$ cat config.mk
export PLATFORM = sky130hd
export DESIGN_NAME = toy_vec_pipe
export DESIGN_NICKNAME = d
export VERILOG_FILES = /design/src/rtl/toy_vec_pkg.sv /design/src/rtl/toy_vec_pipe_ctrl.sv /design/src/rtl/toy_vec_pipe.sv
export SDC_FILE = /design/constraint.sdc
export NUM_CORES = 1
export LEC_CHECK = 0
export BUFFER_PORTS_ARGS = -buffer_cell sky130_fd_sc_hd__buf_2
export CELL_PAD_IN_SITES_DETAIL_PLACEMENT = 1
export CELL_PAD_IN_SITES_GLOBAL_PLACEMENT = 2
export CORE_ASPECT_RATIO = 1.5
export CORE_MARGIN = 5
export CORE_UTILIZATION = 33
export CTS_BUF_LIST = sky130_fd_sc_hd__clkbuf_16
export CTS_CLUSTER_DIAMETER = 30
export DETAILED_ROUTE_END_ITERATION = 6
export GPL_TIMING_DRIVEN = 0
export PLACE_DENSITY_LB_ADDON = 0.1
export SYNTH_ARGS = -nofsm -noshare
export SYNTH_HDL_FRONTEND = slang
export SYNTH_SLANG_ARGS = --single-unit
$ cat constraint.sdc
create_clock -name clk -period 9.45 [get_ports clk]
set_clock_uncertainty 0.15 [all_clocks]
set_input_delay 0.4725 -clock clk [delete_from_list [all_inputs] [get_ports clk]]
set_output_delay 0.4725 -clock clk [all_outputs]
set_load 0.005 [all_outputs]
$ cat src/rtl/toy_vec_pkg.sv
// Shared FSM state encoding and mode constants for the toy vector pipeline.
package toy_vec_pkg;

    typedef logic [1:0] state_t;

    localparam state_t ST_IDLE  = 2'd0;
    localparam state_t ST_RUN   = 2'd1;
    localparam state_t ST_DRAIN = 2'd2;
    localparam state_t ST_DONE  = 2'd3;

    localparam logic MODE_ADD2    = 1'b0;
    localparam logic MODE_STENCIL = 1'b1;

endpackage

$ cat src/rtl/toy_vec_pipe_ctrl.sv
// Job FSM plus the two-stage valid chain; every register holds while stalled.
module toy_vec_pipe_ctrl
    import toy_vec_pkg::*;
#(
    parameter int TRIP_W = 11
) (
    input  logic              clk,
    input  logic              reset,
    input  logic              stall,
    input  logic              start,
    input  logic [TRIP_W-1:0] trip_count,
    input  logic [TRIP_W-1:0] trip,
    input  logic [TRIP_W-1:0] idx,
    output logic              accept,
    output logic              issue,
    output logic              store,
    output logic              finish,
    output logic              busy
);

    state_t state;
    logic   v1;
    logic   v2;
    logic   last;

    assign accept = (state == ST_IDLE) & start & ~stall;
    assign issue  = v1 & ~stall;
    assign store  = v2 & ~stall;
    assign last   = (idx == trip - TRIP_W'(1));
    assign finish = (state == ST_DONE) & ~stall;
    assign busy   = (state != ST_IDLE);

    always_ff @(posedge clk or posedge reset) begin
        if (reset) begin
            state <= ST_IDLE;
            v1    <= 1'b0;
            v2    <= 1'b0;
        end else if (!stall) begin
            v2 <= v1;
            unique case (state)
                ST_IDLE: begin
                    if (start) begin
                        if (trip_count == '0) begin
                            state <= ST_DONE;
                        end else begin
                            state <= ST_RUN;
                            v1    <= 1'b1;
                        end
                    end
                end
                ST_RUN: begin
                    if (last) begin
                        state <= ST_DRAIN;
                        v1    <= 1'b0;
                    end
                end
                ST_DRAIN: begin
                    if (!v1 && !v2) state <= ST_DONE;
                end
                default: state <= ST_IDLE;
            endcase
        end
    end

endmodule

$ cat src/rtl/toy_vec_pipe.sv
// Two-stage vector add / stencil engine: stage 1 issues RAM reads,
// stage 2 sums the returned words and writes RAM c.
module toy_vec_pipe
    import toy_vec_pkg::*;
#(
    parameter int DATA_W = 32,
    parameter int ADDR_W = 10,
    parameter int TRIP_W = 11
) (
    input  logic              clk,
    input  logic              reset,
    input  logic              memory_controller_waitrequest,
    input  logic              start,
    output logic              finish,
    output logic              busy,
    input  logic              mode,
    input  logic [TRIP_W-1:0] trip_count,
    input  logic [ADDR_W-1:0] base_a,
    input  logic [ADDR_W-1:0] base_b,
    input  logic [ADDR_W-1:0] base_c,
    output logic              a_enable,
    output logic [ADDR_W-1:0] a_address,
    input  logic [DATA_W-1:0] a_out,
    output logic              b_enable,
    output logic [ADDR_W-1:0] b_address,
    input  logic [DATA_W-1:0] b_out,
    output logic              c_enable_a,
    output logic [ADDR_W-1:0] c_address_a,
    input  logic [DATA_W-1:0] c_out_a,
    output logic              c_enable_b,
    output logic              c_write_enable_b,
    output logic [ADDR_W-1:0] c_address_b,
    output logic [DATA_W-1:0] c_in_b
);

    logic              stall;
    logic              accept;
    logic              issue;
    logic              store;
    logic              stencil;
    logic              mode_q;
    logic [TRIP_W-1:0] trip_q;
    logic [TRIP_W-1:0] idx;
    logic [ADDR_W-1:0] idx2;
    logic [ADDR_W-1:0] base_a_q;
    logic [ADDR_W-1:0] base_b_q;
    logic [ADDR_W-1:0] base_c_q;

    assign stall   = memory_controller_waitrequest;
    assign stencil = (mode_q == MODE_STENCIL);

    toy_vec_pipe_ctrl #(
        .TRIP_W(TRIP_W)
    ) u_ctrl (
        .clk       (clk),
        .reset     (reset),
        .stall     (stall),
        .start     (start),
        .trip_count(trip_count),
        .trip      (trip_q),
        .idx       (idx),
        .accept    (accept),
        .issue     (issue),
        .store     (store),
        .finish    (finish),
        .busy      (busy)
    );

    always_ff @(posedge clk or posedge reset) begin
        if (reset) begin
            mode_q   <= 1'b0;
            trip_q   <= '0;
            base_a_q <= '0;
            base_b_q <= '0;
            base_c_q <= '0;
            idx      <= '0;
            idx2     <= '0;
        end else if (!stall) begin
            if (accept) begin
                mode_q   <= mode;
                trip_q   <= trip_count;
                base_a_q <= base_a;
                base_b_q <= base_b;
                base_c_q <= base_c;
                idx      <= '0;
            end else if (issue) begin
                idx <= idx + TRIP_W'(1);
            end
            if (issue) idx2 <= ADDR_W'(idx);
        end
    end

    // Stencil reads c[i+1] now; it is only overwritten one issue later.
    always_comb begin
        a_enable         = 1'b0;
        b_enable         = 1'b0;
        c_enable_a       = 1'b0;
        a_address        = '0;
        b_address        = '0;
        c_address_a      = '0;
        c_enable_b       = 1'b0;
        c_write_enable_b = 1'b0;
        c_address_b      = '0;
        c_in_b           = '0;
        if (issue) begin
            a_enable  = 1'b1;
            b_enable  = 1'b1;
            a_address = base_a_q + ADDR_W'(idx);
            b_address = base_b_q + ADDR_W'(idx);
            if (stencil) begin
                c_enable_a  = 1'b1;
                c_address_a = base_c_q + ADDR_W'(idx) + ADDR_W'(1);
            end
        end
        if (store) begin
            c_enable_b       = 1'b1;
            c_write_enable_b = 1'b1;
            c_address_b      = base_c_q + idx2;
            c_in_b           = a_out + b_out;
            if (stencil) c_in_b = a_out + b_out + c_out_a;
        end
    end

endmodule

==> results of run 1 <==
## Yosys cell counts, types with 2 or more instances
cell type,instances
a211o_1,5
a211oi_1,11
a21boi_0,5
a21boi_1,2
a21o_1,40
a21oi_1,106
a221o_1,2
a221oi_1,2
a31o_2,4
a31oi_1,2
a41oi_1,2
and2_1,11
and3_1,9
buf_1,3
buf_4,2
clkbuf_1,33
dfrtp_1,67
fa_1,6
ha_1,107
inv_1,55
mux2i_1,13
nand2_1,209
nand2b_1,11
nand3_1,19
nand3b_1,7
nand4_1,15
nor2_1,97
nor2b_1,15
nor3_1,23
nor4_1,5
o211a_1,2
o211ai_1,9
o21a_1,13
o21ai_0,60
o21bai_1,18
o221ai_1,3
o2bb2ai_1,2
o31ai_1,2
or2_1,2
or2_2,3
or3_1,11
xnor2_1,55
xor2_1,38
## area by class of cell
type | instances | area (sq um) | share of cell area [%]
Antenna cell | 1 | 2.50 | 0.0243
Buffer | 40 | 166 | 1.62
Clock buffer | 9 | 225 | 2.19
Clock inverter | 7 | 77.6 | 0.754
Inverter | 56 | 213 | 2.07
Multi-Input combinational cell | 970 | 6380 | 62.0
Sequential cell | 67 | 1680 | 16.3
Tap cell | 328 | 410 | 3.99
Timing Repair Buffer | 222 | 1140 | 11.1
## worst reg2reg max path, delay by kind of cell, from the launching register on
kind / cells / cell delay (ns)
buffers and inverters: 1 / 0.10
muxes: 1 / 0.32
xor gates and xnor gates: 1 / 0.12
and+or+nand+nor: 5 / 1.36
AOI/OAI and AO/OA: 1 / 0.16
DFF: 1 / 0.42
adders and majority gates: 1 / 0.21
## cells by family after synthesis
group	Yosys count	synth area share, %
compound gates	306	23.4
xor+xnor	93	9.65
fa+ha+maj	113	17.3
buf+inv	96	4.46
flops	67	19.9
mux	14	1.72
simple gates	444	23.6
## metrics by stage
step | instances | instance area (sq um) | setup slack, ns
global placement | 1681 | 9950 | 3.83
finish | 1700 | 10300 | 3.86
detailed placement | 1682 | 9980 | 3.89
floorplan | 1133 | 8440 | 4.78
global route | 1700 | 10300 | 3.51
CTS | 1699 | 10300 | 3.86
## layout by cell type (no fill, tap or decap), drive strengths merged, types with 9 or more instances in the layout
| cell type | netlist | layout |
|---|---|---|
| buf | 7 | 228 |
| nand2 | 209 | 209 |
| ha | 107 | 107 |
| a21oi | 106 | 106 |
| nor2 | 97 | 97 |
| dfrtp | 67 | 67 |
| o21ai | 61 | 61 |
| inv | 55 | 56 |
| xnor2 | 55 | 55 |
| clkbuf | 33 | 42 |
| a21o | 40 | 40 |
| xor2 | 38 | 38 |
| nor3 | 23 | 23 |
| nand3 | 19 | 19 |
| o21bai | 18 | 18 |
| nand4 | 15 | 15 |
| nor2b | 15 | 15 |
| mux2i | 13 | 13 |
| o21a | 13 | 13 |
| or3 | 13 | 13 |
| nand2b | 11 | 11 |
| a211oi | 11 | 11 |
| and2 | 11 | 11 |
| o211ai | 10 | 10 |
| and3 | 9 | 9 |
## routing by layer
| layer | share of wire (%) | wire [um] | GRT usage, % | vias to the layer above |
|---|---|---|---|---|
| li1 | - | - | - | 4425 |
| met1 | 39 | 12100 | 22.2 | 4262 |
| met2 | 56 | 17200 | 42.1 | 159 |
| met3 | 3.0 | 907 | 2.26 | 28 |
| met4 | 1.6 | 503 | 4.99 | 2 |
| met5 | 0.059 | 18 | 0 | - |
## power breakdown
group / internal, uW / switching [uW] / leakage [uW]
combinational: 211 / 297 / 0.00443
sequential: 287 / 0 / 0.000895
clock: 206 / 143 / 0.000146
## worst max path at each step
stage,from,end,slack [ns]
after floorplan,a_out[9],c_in_b[31],4.78
after global placement,a_out[1],c_in_b[31],3.83
after detailed placement,a_out[1],c_in_b[31],3.89
after CTS,a_out[1],c_in_b[31],3.86
after global routing,a_out[0],c_in_b[31],3.51
final,a_out[0],c_in_b[31],3.86
## registers in the layout (all words and copies together) (netlist names)
register and cells:
u_ctrl.v1 1, trip_q 11, mode_q 1, idx 11
idx2 10, u_ctrl.state 2, base_a_q 10, base_c_q 10
base_b_q 10, u_ctrl.v2 1
==> impl_metrics.yaml, run 1 <==
critical_path:
  critPathSlowestCell: "a32oi_1"
  worstReg2RegStart: "trip_q[0]"
  timing.critical_path.buf_inv: 3
  worst-path-max-fanout: 5
  crit_top_cell: "a21oi_1"
  arrival_ns: 4.97
  worstPathRequired_ns: 8.83
  reg2reg_depth: 10
  end_kind: "output pin"
  path_class: "in2out"
  r2r_setup_slack_ns: 6.51
  start_kind: "primary input"
  path_cells: "buf_2 > ha_1 > inv_1 > fa_1 > nor2b_1 > o21a_1 > o21ai_0 > a21oi_1 > a21o_1 > a21oi_1 > xnor2_1 > ha_1 > o21ai_0 > nand2b_1 > nand4_1 > a21oi_1 > o2111ai_2 > a32oi_1 > a311oi_2 > mux2i_1 > mux2i_1 > buf_2"
  cp.depth: 22
  r2r-end: "u_ctrl.state[1]"
  cpPeakStageDelay_ns: 0.49
  cpLargestDelayFamily: "compound AO/OA/AOI/OAI gates"
die:
  die_y_um: 206
  chipWidth_um: 141
  io_pins: 221
  initial_core_util_pct: 33.6
  dieArea_sq_mm: 0.0289
  core_sq_mm: 0.0251
  num_rows: 71
finish:
  area_growth_pct: 22.0
  final_util_pct: 40.9
  drive_gt1_share_pct: 19.0
  final.fill_count: 3226
  nNetsFinal: 1621
routing:
  postRouteAntennaNets: 0
  via_count: 8876
  drc_errors: 0
  wl_per_cell_um: 18.1
  drt_iter0_drc: 258
  avgViaCountPerCell: 5.22
  wirelength_um: 30700
  drtPass1Iterations: 4
clock_tree:
  htree_levels: 3
  cts_resized: 0
  clkSlewWorstSetupHoldPaths_ns: 0.06
  ctsHoldBuffers: 1
  clkSinkCount: 67
  cts_tree: "yes"
  clockBufferDepth: 2
  root_buffer: "clkbuf_16"
  cts_buffers: 9
  clock_latency_ns: 0.35
  post_cts_buffers: 0
yosys:
  netlist_area_sq_mm: 0.00844
  synth_area_leader_cell: "dfrtp_1"
  ys_seq_area_share_pct: 19.9
  synth_flop_cell: "dfrtp_1"
  synth.area.top_cells: "dfrtp_1 (20%), ha_1 (16%), nand2_1 (9.3%)"
  ys_ff_latch: 67
  synth_enable_flop_cells: 0
  synth_nets: 1388
  synth.top_cell.area_share_pct: 19.9
  syn_inst: 1133
  avgSynthCellArea_sq_um: 7.45
  synth.distinct_cells: 70
  async_flop_share_pct: 100
  ys_warn_count: 0
placement:
  dpl.hpwl_um: 25900
  numPortBuffers: 220
  gp_congestion: 0.842
power_and_ir_drop:
  ir_drop_mv: 0.0912
  p_per_area_mw_per_mm2: 111
  totalPowerFinal_uw: 1140
  p_leak_uw: 0.00547
global_route:
  overflow: 0
  grt_pass1_vias: 9424
  grt_pass1_wl_um: 48000
  grt_usage_pct: 20.6
  antenna_found_initial: 2
  grt_start_max_net_pins: 66
timing:
  max_freq_mhz: 179
  period_needed_ns: 5.59
  setup_tns_ns: 0
  hold_viol: 0
  slew_violations: 0
  setup_viol: 0
  fin_crit_sh_pct: 59.1
  slew_headroom_pct: 43.6
  max_slew.worst_pin.slew_ns: 0.847
  holdWs_ns: 0.166
  rsz0062_at_grt: "false"
hold_path:
  holdPathEnd: "base_b_q[4]"
  hp-start: "base_b[4]"
  holdPathStages: 3
  hold_path.class: "in2reg"
status:
  status: "complete, no violations"
job:
  cap_violations: 0
Power figures use the tool's default switching activity.
==> inputs of run 2 (changes only) <==
--- a/config.mk
+++ b/config.mk
@@ -10,7 +10,7 @@
 export CELL_PAD_IN_SITES_GLOBAL_PLACEMENT = 2
 export CORE_ASPECT_RATIO = 1.5
 export CORE_MARGIN = 5
-export CORE_UTILIZATION = 33
+export CORE_UTILIZATION = 27
 export CTS_BUF_LIST = sky130_fd_sc_hd__clkbuf_16
 export CTS_CLUSTER_DIAMETER = 30
 export DETAILED_ROUTE_END_ITERATION = 6
==> constraint.sdc (replaced) <==
create_clock -name clk -period 4.7 [get_ports clk]
set_clock_uncertainty 0.15 [all_clocks]
set_input_delay 0.235 -clock clk [delete_from_list [all_inputs] [get_ports clk]]
set_output_delay 0.235 -clock clk [all_outputs]
set_load 0.005 [all_outputs]
==> run 2 against run 1 <==
Net effect: worst hold slack lost 0.16 ns; total power is 120% higher; clock power is 70% higher; sequential share of layout area decreased by 2.0 points; combinational power rose to 2.7 times the previous value; critical path depth is 4 lower.
==> impl_metrics.yaml, run 2 (synthesis results as in run 1) <==
die:
  chipWidth_um: 154
  io_pins: 221
  initial_core_util_pct: 27.3
  dieArea_sq_mm: 0.0350
  die_y_um: 226
  core_sq_mm: 0.0309
  num_rows: 79
critical_path:
  r2r-end: "u_ctrl.state[1]"
  crit_top_cell: "buf_4"
  worstReg2RegStart: "trip_q[0]"
  arrival_ns: 4.26
  path_class: "in2out"
  r2r_setup_slack_ns: 1.73
  start_kind: "primary input"
  reg2reg_depth: 10
  cpPeakStageDelay_ns: 0.55
  worstPathRequired_ns: 4.32
  critPathSlowestCell: "xor2_1"
  end_kind: "output pin"
  worst-path-max-fanout: 5
  path_cells: "buf_8 > ha_4 > a211oi_4 > o211ai_1 > buf_4 > buf_4 > a211oi_2 > o21ai_1 > xor2_1 > ha_1 > nand2_1 > a21oi_1 > a211o_1 > a21boi_2 > o41ai_4 > a21o_1 > a221o_1 > buf_2"
power_and_ir_drop:
  p_per_area_mw_per_mm2: 218
  p_leak_uw: 0.00595
  totalPowerFinal_uw: 2560
  ir_drop_mv: 0.164
global_route:
  antenna_found_initial: 0
  grt_usage_pct: 19.6
  grt_start_max_net_pins: 62
  grt_pass1_vias: 9906
  overflow: 0
  grt_pass1_wl_um: 53800
timing:
  fin_crit_sh_pct: 98.7
  slew_violations: 0
  setup_viol: 0
  max_slew.worst_pin.slew_ns: 0.873
  worst_slack_ns: 0.0589
  period_needed_ns: 4.64
  slew_headroom_pct: 41.8
  holdWs_ns: 0.00753
  rsz0062_at_grt: "true"
  hold_viol: 0
  max_freq_mhz: 215
routing:
  drc_errors: 0
  wirelength_um: 35300
  wl_per_cell_um: 19.2
  via_count: 9169
  avgViaCountPerCell: 4.97
  drt_iter0_drc: 247
  drtPass1Iterations: 4
  postRouteAntennaNets: 0
finish:
  layout_common_cells: "buf_2 (216), nand2_1 (208), nor2_1 (94)"
  nNetsFinal: 1691
  drive_gt1_share_pct: 26.6
  area_growth_pct: 39.5
  reg_top3: "idx (11), trip_q (11)"
  final_common_cell: "buf_2"
  n_antenna_cell: 0
  final_util_pct: 38.0
placement:
  gp_congestion: 0.840
  post-place-ws_ns: -1.09
  numPortBuffers: 220
  dpl.hpwl_um: 28900
status:
  status: "complete, no violations"
hold_path:
  hold_path.class: "in2reg"
  holdPathStages: 3
  hp-start: "trip_count[1]"
  holdPathEnd: "trip_q[1]"
clock_tree:
  htree_levels: 3
  clock_latency_ns: 0.34
  cts_tree: "yes"
  clkSinkCount: 67
  cts_buffers: 9
  clockBufferDepth: 2
  clkSlewWorstSetupHoldPaths_ns: 0.05
  root_buffer: "clkbuf_16"
job:
  cap_violations: 0
run 2: layout make-up:
cell class / instances / area, sq um
plain buffers: 35 / 148
clock buffers: 9 / 225
clock inverters: 6 / 25.0
fillers: 3828 / 19200
inverters: 56 / 213
multi-input cells: 970 / 7140
flip-flops and latches: 67 / 1680
well taps: 405 / 507
repair buffers: 297 / 1840
run 2: report_power, final:
part,total (uW),switching [uW],internal (uW)
clock network,595,250,344
logic,1390,756,634
registers,577,0,577
run 2: worst max path at each step:
stage | from | to | depth (start not counted)
after floorplan | a_out[9] | c_in_b[31] | 19
after global placement | a_out[0] | c_in_b[31] | 21
after detailed placement | a_out[0] | c_in_b[31] | 21
after CTS | b_out[0] | c_in_b[31] | 21
after global routing | a_out[13] | c_in_b[31] | 20
final | b_out[1] | c_in_b[30] | 18
run 2: worst max-delay path: cells and delay by family:
family / cells / cell delay (ns)
AOI/OAI and AO/OA: 10 / 2.09
xor gates and xnor gates: 1 / 0.55
buffers and inverters: 4 / 0.54
and+or+nand+nor: 1 / 0.21
adders and majority gates: 2 / 0.64
run 2: per-stage QoR:
stage | TNS, ns | cell area [sq um] | cells
after floorplan | 0 | 8440 | 1133
after global placement | -7.99 | 10000 | 1758
after detailed placement | -8.08 | 10100 | 1759
after CTS | -0.0377 | 11300 | 1830
after global routing | -0.268 | 11800 | 1845
final | 0 | 11800 | 1845
run 2: what timing repair did:
item	CTS	global route
endpoints found under the setup margin	18	9
setup buffers	19	17
endpoints found under the hold margin	106	0
hold buffers	40	0
gates resized for setup	80	65
pin swaps	35	43
cloned	0	0
run 2: per-layer routing:
metal | track usage, % | wire length (um) | vias up
li1 | - | - | 4567
met1 | 19.0 | 12600 | 4392
met2 | 42.4 | 20700 | 173
met3 | 1.78 | 1030 | 37
met4 | 5.87 | 997 | 0
met5 | 0 | 0 | -
